**src/rtl/binary_to_bcd_stream_if.sv**
```systemverilog
// Valid/ready bundle for the binary-to-BCD converter: a word in, packed BCD digits out.
// DIGITS is derived from WIDTH here so that the interface and the converter always agree.
interface binary_to_bcd_stream_if #(
    parameter int WIDTH  = 8,
    parameter int DIGITS = int'((64'(WIDTH) * 64'd301029995664 + 64'd999999999999) / 64'd1000000000000)
);
    logic [WIDTH-1:0]    in_data;
    logic                in_valid;
    logic                in_ready;
    logic [4*DIGITS-1:0] out_bcd;
    logic                out_neg;
    logic [DIGITS-1:0]   out_lead_zero;
    logic                out_valid;
    logic                out_ready;

    modport slave (
        input  in_data,
        input  in_valid,
        output in_ready,
        output out_bcd,
        output out_neg,
        output out_lead_zero,
        output out_valid,
        input  out_ready
    );

    modport master (
        output in_data,
        output in_valid,
        input  in_ready,
        input  out_bcd,
        input  out_neg,
        input  out_lead_zero,
        input  out_valid,
        output out_ready
    );
endinterface

```
**src/rtl/binary_to_bcd_stream.sv**
```systemverilog
// Handshaked double-dabble binary-to-BCD converter with sign handling and a leading-zero mask.
// STEPS_PER_CYCLE shift-and-add-3 steps are cascaded per clock; results hold until the next conversion.
module binary_to_bcd_stream #(
    parameter int WIDTH           = 8,
    parameter int SIGNED          = 0,
    parameter int STEPS_PER_CYCLE = 1,
    parameter int DIGITS          = int'((64'(WIDTH) * 64'd301029995664 + 64'd999999999999) / 64'd1000000000000)
) (
    input  logic                  clk,
    input  logic                  reset,
    binary_to_bcd_stream_if.slave bus
);
    localparam int N  = WIDTH / STEPS_PER_CYCLE;
    localparam int CW = $clog2(N + 1);
    localparam int BW = 4 * DIGITS;
    localparam logic [DIGITS-1:0] LZ_RST = ~DIGITS'(1);

    typedef enum logic [1:0] {
        S_IDLE,
        S_CONVERT,
        S_DONE
    } state_t;

    state_t            state_q, state_d;
    logic [WIDTH-1:0]  shift_q, shift_d;
    logic [BW-1:0]     acc_q, acc_d;
    logic [CW-1:0]     cnt_q, cnt_d;
    logic              sign_q, sign_d;
    logic [BW-1:0]     bcd_q, bcd_d;
    logic              neg_q, neg_d;
    logic [DIGITS-1:0] lz_q, lz_d;

    logic [BW-1:0]     acc_w;
    logic [WIDTH-1:0]  src_w;
    logic [DIGITS-1:0] lz_w;
    logic              in_neg;
    logic [WIDTH-1:0]  in_mag;

    // Out-of-range digit codes map to 0 so the datapath never propagates X.
    function automatic logic [3:0] add3(input logic [3:0] d);
        if (d > 4'd9) begin
            return 4'd0;
        end else if (d >= 4'd5) begin
            return d + 4'd3;
        end else begin
            return d;
        end
    endfunction

    always_comb begin
        acc_w = acc_q;
        src_w = shift_q;
        for (int unsigned s = 0; s < STEPS_PER_CYCLE; s++) begin
            for (int unsigned d = 0; d < DIGITS; d++) begin
                acc_w[4*d +: 4] = add3(acc_w[4*d +: 4]);
            end
            acc_w = {acc_w[BW-2:0], src_w[WIDTH-1]};
            src_w = {src_w[WIDTH-2:0], 1'b0};
        end
    end

    // Scan from the top digit down; digit 0 is never blanked.
    always_comb begin
        logic all_zero;
        lz_w     = '0;
        all_zero = 1'b1;
        for (int unsigned i = 0; i + 1 < DIGITS; i++) begin
            all_zero = all_zero && (acc_w[4*(DIGITS-1-i) +: 4] == 4'd0);
            lz_w[DIGITS-1-i] = all_zero;
        end
    end

    // -2^(WIDTH-1) negates to itself, which is the correct unsigned magnitude.
    assign in_neg = (SIGNED != 0) && bus.in_data[WIDTH-1];
    assign in_mag = in_neg ? -bus.in_data : bus.in_data;

    always_comb begin
        state_d = state_q;
        shift_d = shift_q;
        acc_d   = acc_q;
        cnt_d   = cnt_q;
        sign_d  = sign_q;
        bcd_d   = bcd_q;
        neg_d   = neg_q;
        lz_d    = lz_q;
        case (state_q)
            S_IDLE: begin
                if (bus.in_valid) begin
                    shift_d = in_mag;
                    sign_d  = in_neg;
                    acc_d   = '0;
                    cnt_d   = CW'(N);
                    state_d = S_CONVERT;
                end
            end
            S_CONVERT: begin
                shift_d = src_w;
                acc_d   = acc_w;
                cnt_d   = cnt_q - CW'(1);
                if (cnt_q == CW'(1)) begin
                    bcd_d   = acc_w;
                    neg_d   = sign_q;
                    lz_d    = lz_w;
                    state_d = S_DONE;
                end
            end
            S_DONE: begin
                if (bus.out_ready) begin
                    state_d = S_IDLE;
                end
            end
            default: begin
                state_d = S_IDLE;
            end
        endcase
    end

    always_ff @(posedge clk) begin
        if (reset) begin
            state_q <= S_IDLE;
            shift_q <= '0;
            acc_q   <= '0;
            cnt_q   <= '0;
            sign_q  <= 1'b0;
            bcd_q   <= '0;
            neg_q   <= 1'b0;
            lz_q    <= LZ_RST;
        end else begin
            state_q <= state_d;
            shift_q <= shift_d;
            acc_q   <= acc_d;
            cnt_q   <= cnt_d;
            sign_q  <= sign_d;
            bcd_q   <= bcd_d;
            neg_q   <= neg_d;
            lz_q    <= lz_d;
        end
    end

    assign bus.in_ready      = (state_q == S_IDLE) && !reset;
    assign bus.out_valid     = (state_q == S_DONE);
    assign bus.out_bcd       = bcd_q;
    assign bus.out_neg       = neg_q;
    assign bus.out_lead_zero = lz_q;
endmodule

```
**src/flat_wrapper.sv**
```systemverilog
// flat-port wrapper written by rule: the top's interface ports become plain ports
module binary_to_bcd_stream_flat 
#(
    parameter int WIDTH           = 8,
    parameter int SIGNED          = 0,
    parameter int STEPS_PER_CYCLE = 1,
    parameter int DIGITS          = int'((64'(WIDTH) * 64'd301029995664 + 64'd999999999999) / 64'd1000000000000)
)
  (clk, reset, bus_in_data, bus_in_valid, bus_in_ready, bus_out_bcd, bus_out_neg, bus_out_lead_zero, bus_out_valid, bus_out_ready);
  binary_to_bcd_stream_if #(.WIDTH(WIDTH), .DIGITS(DIGITS)) bus_i ();
  input  logic clk;
  input  logic reset;
  input wire logic [$bits(bus_i.in_data)-1:0] bus_in_data;
  input wire logic [$bits(bus_i.in_valid)-1:0] bus_in_valid;
  output wire logic [$bits(bus_i.in_ready)-1:0] bus_in_ready;
  output wire logic [$bits(bus_i.out_bcd)-1:0] bus_out_bcd;
  output wire logic [$bits(bus_i.out_neg)-1:0] bus_out_neg;
  output wire logic [$bits(bus_i.out_lead_zero)-1:0] bus_out_lead_zero;
  output wire logic [$bits(bus_i.out_valid)-1:0] bus_out_valid;
  input wire logic [$bits(bus_i.out_ready)-1:0] bus_out_ready;
  assign bus_i.in_data = bus_in_data;
  assign bus_i.in_valid = bus_in_valid;
  assign bus_in_ready = bus_i.in_ready;
  assign bus_out_bcd = bus_i.out_bcd;
  assign bus_out_neg = bus_i.out_neg;
  assign bus_out_lead_zero = bus_i.out_lead_zero;
  assign bus_out_valid = bus_i.out_valid;
  assign bus_i.out_ready = bus_out_ready;
  binary_to_bcd_stream #(.WIDTH(WIDTH), .SIGNED(SIGNED), .STEPS_PER_CYCLE(STEPS_PER_CYCLE), .DIGITS(DIGITS)) u_core (.clk(clk), .reset(reset), .bus(bus_i));
endmodule
```
**config.mk**
```make
export PLATFORM = sky130hd
export DESIGN_NAME = binary_to_bcd_stream_flat
export DESIGN_NICKNAME = d
export VERILOG_FILES = /design/src/rtl/binary_to_bcd_stream_if.sv /design/src/rtl/binary_to_bcd_stream.sv /design/src/flat_wrapper.sv
export SDC_FILE = /design/constraint.sdc
export NUM_CORES = 1
export LEC_CHECK = 0
export ABC_AREA = 1
export BUFFER_PORTS_ARGS = -buffer_cell sky130_fd_sc_hd__buf_2
export CORE_MARGIN = 1.5
export CORE_UTILIZATION = 60
export CTS_CLUSTER_SIZE = 12
export DETAILED_ROUTE_END_ITERATION = 16
export PLACE_DENSITY_LB_ADDON = 0.08
export SLEW_MARGIN = 20
export SYNTH_ARGS = -nofsm -noshare
export SYNTH_HDL_FRONTEND = slang
export SYNTH_SLANG_ARGS = --single-unit
```
**constraint.sdc**
```tcl
create_clock -name clk -period 3.8 [get_ports clk]
set_input_delay 0.57 -clock clk [delete_from_list [all_inputs] [get_ports clk]]
set_output_delay 0.57 -clock clk [all_outputs]
set_load 0.01 [all_outputs]
```
==> impl_metrics.tcl <==
set metrics [dict create \
    p_per_area_mw_per_mm2 344 \
    outcome "finished, final reports clean" \
    finClkSkew_ns 0.0135 \
    rows 20 \
    start_util_pct 65.1 \
    fillCellCount 270 \
    yosysSeqAreaShare_pct 39.3 \
    vdd_drop_max_uv 266 \
    dp.cells 350 \
    synthTopCellsByArea "dfxtp_1, nand2_1, a21oi_1" \
    holdWs_ns 0.469 \
    min_to "u_core.shift_q[0]" \
    met3WireLength_um 180 \
    drive_gt1_share_pct 16.9 \
    synth_edf_count 0 \
    ys_seq_elements 40 \
    dpl.hpwl_um 2710 \
    design.core.area_mm2 0.00313 \
    holdPathStages 3 \
    top_layer_used "met4" \
    synth_top_cell_by_area "dfxtp_1" \
    fin_crit_sh_pct 47.0 \
    synth_top_area_share_pct 39.3 \
    slew_violations 0 \
    cp_max_fo 28 \
    ys_warn_count 0 \
    die_w_um 61.3 \
    cts-resized-gates 0 \
    worstPathArrival_ns 1.22 \
    track_usage_pct 23.1 \
    crit_type "input pin to output pin" \
    grt_pass1_vias 1546 \
    dr.pass1.iters 4 \
    synth_area_per_cell_um2 7.04 \
    drt_iter0_drc 112 \
    ys_types 29 \
    cts_sinks 40 \
    cts_buffers 5 \
    hp-start "bus_in_data[0]" \
    fmax_ghz 0.560 \
    seq_area_um2 801 \
    r2r_end "u_core.bus.out_lead_zero[1]" \
    maxCapViolCount 0 \
    path_clk_slew_ns 0.10 \
    post-cts-setup-buffer-count 0 \
    ys.flop_type "dfxtp_1" \
    leakagePower_nw 0.986 \
    dr_wl_met2_um 1760 \
    wl_um 3850 \
    antenna_found_initial 0 \
    cts.path.max_buffers 2 \
    critical_path.startpoint_type "input pin" \
    root_buffer "clkbuf_4" \
    avgRoutedWirePerCell_um 10.8 \
    utilization_pct 70.8 \
    rrSetupSlack_ns 2.13 \
    setup_viol 0 \
    viasPerCell 5.01 \
    die_area_mm2 0.00375 \
    r2r_cells 11 \
    area_delta_synth_final_pct 8.73 \
    fin_crit_ns 1.79 \
    async_reset_ff_share_pct 0 \
    grt_first_pass_wirelength_um 6410 \
    gr-total-overflow 0 \
    io_pins 30 \
    grt_setup_unrepaired "no" \
    tns_ns 0 \
    die_h_um 61.3 \
    endpoint_kind "output pin" \
    num_antenna_cells 0 \
    place_congestion 0.872 \
    h-tree-depth 2 \
    io_buffers 27 \
    hp-class "input pin to register" \
    post-route-drc-count 0 \
    clock_latency_ns 0.35 \
    wl_met1_um 1840 \
    stdcell_count 358 \
    hold_buffers 0 \
    postLayoutCellArea_mm2 0.00221 \
    worst-endpoint-required_ns 3.23 \
    netlist_area_mm2 0.00204 \
    final_nets 333 \
    multi_input_area_mm2 0.00103 \
    syn_inst 289 \
    vias 1793 \
    r2r_start "u_core.acc_q[0]" \
    cts_tree "done" \
    hold_violations 0 \
    grt_max_degree 29 \
    place_area_mm2 0.00215 \
    antenna_left 0 \
]
==> cell usage after synthesis (5+ instances only) <==
cell and instances:
inv_1 27, nand2_1 86, dfxtp_1 40, nor2_2 6, o21ai_0 14, a21oi_1 32
nand3_1 13, nand4_1 5, inv_2 6, nor2_1 16, ha_1 8, a31oi_1 6
==> state kept, by name, summed over array words and instances (netlist names) <==
| register | flops |
|---|---|
| u_core.acc_q | 12 |
| u_core.bus.out_bcd | 12 |
| u_core.shift_q | 8 |
| u_core.cnt_q | 4 |
| u_core.bus.out_lead_zero | 2 |
| u_core.state_q | 2 |
==> where the power goes <==
group / leakage (nW) / internal, mW / switching (mW)
sequential: 0.325 / 0.436 / 0.0108
combinational: 0.629 / 0.0294 / 0.0601
clock: 0.0326 / 0.0914 / 0.133
==> critical path, stage by stage <==
cell and delay [ns]:
buf_2 0.40, nor3_1 0.08, buf_2 0.16
==> layout by cell type, fill, tap and decap left out, types with 2 or more instances in the layout <==
cell,instances
clkbuf_1,2
dfxtp_1,40
inv_2,6
nand2_4,2
nand2_1,86
nand4_1,5
nor2_2,6
nor2_1,16
clkbuf_4,5
inv_1,27
conb_1,2
ha_1,8
a31oi_1,6
buf_2,27
o21ai_0,14
a21oi_1,32
o21ai_1,3
inv_4,2
nor3_1,2
a22oi_2,2
nand3_1,13
==> through the flow <==
step	setup slack, ns	power, mW
6_report	2.01	0.761
5_1_grt	1.93	0.799
4_1_cts	2.00	0.767
3_5_place_dp	2.01	0.546
3_3_place_gp	2.02	0.545
2_1_floorplan	2.25	0.528
==> routing by layer <==
layer / vias up / global-route usage (%)
met5: - / 0
met4: 0 / 10.6
met3: 7 / 4.41
met2: 39 / 37.7
met1: 768 / 29.5
li1: 979 / -
==> cells by family (layout without fill, tap and decap cells) <==
| kind of cell | count (synthesis) | after routing | share of synthesized area, % |
|---|---|---|---|
| adder cells (fa/ha/maj) | 8 | 8 | 4.92 |
| buffers and inverters | 46 | 70 | 10.4 |
| XOR/XNOR | 1 | 1 | 0.430 |
| AND/OR/NAND/NOR | 134 | 134 | 28.9 |
| AO/OA/AOI/OAI | 59 | 59 | 15.8 |
| other | 1 | 2 | 0.184 |
| flip-flops | 40 | 40 | 39.3 |
==> worst max path at each step <==
stage                     slack, ns             from  depth (start not counted)                          end
after global placement         2.02            reset                          3                 bus_in_ready
after CTS                      2.00            reset                          3                 bus_in_ready
final                          2.01            reset                          3                 bus_in_ready
after detailed placement       2.01            reset                          3                 bus_in_ready
after global routing           1.93  u_core.acc_q[0]                         11  u_core.bus.out_lead_zero[1]
after floorplan                2.25            reset                          2                 bus_in_ready
==> layout make-up <==
class                      count  area share (%)
clock buffer                   8            2.66
sequential                    40            36.2
timing repair buffer          27            6.11
tap                           44            2.49
multi-input combinational    204            46.4
inverter                      35            6.16
(Power assumes the default switching activity.)
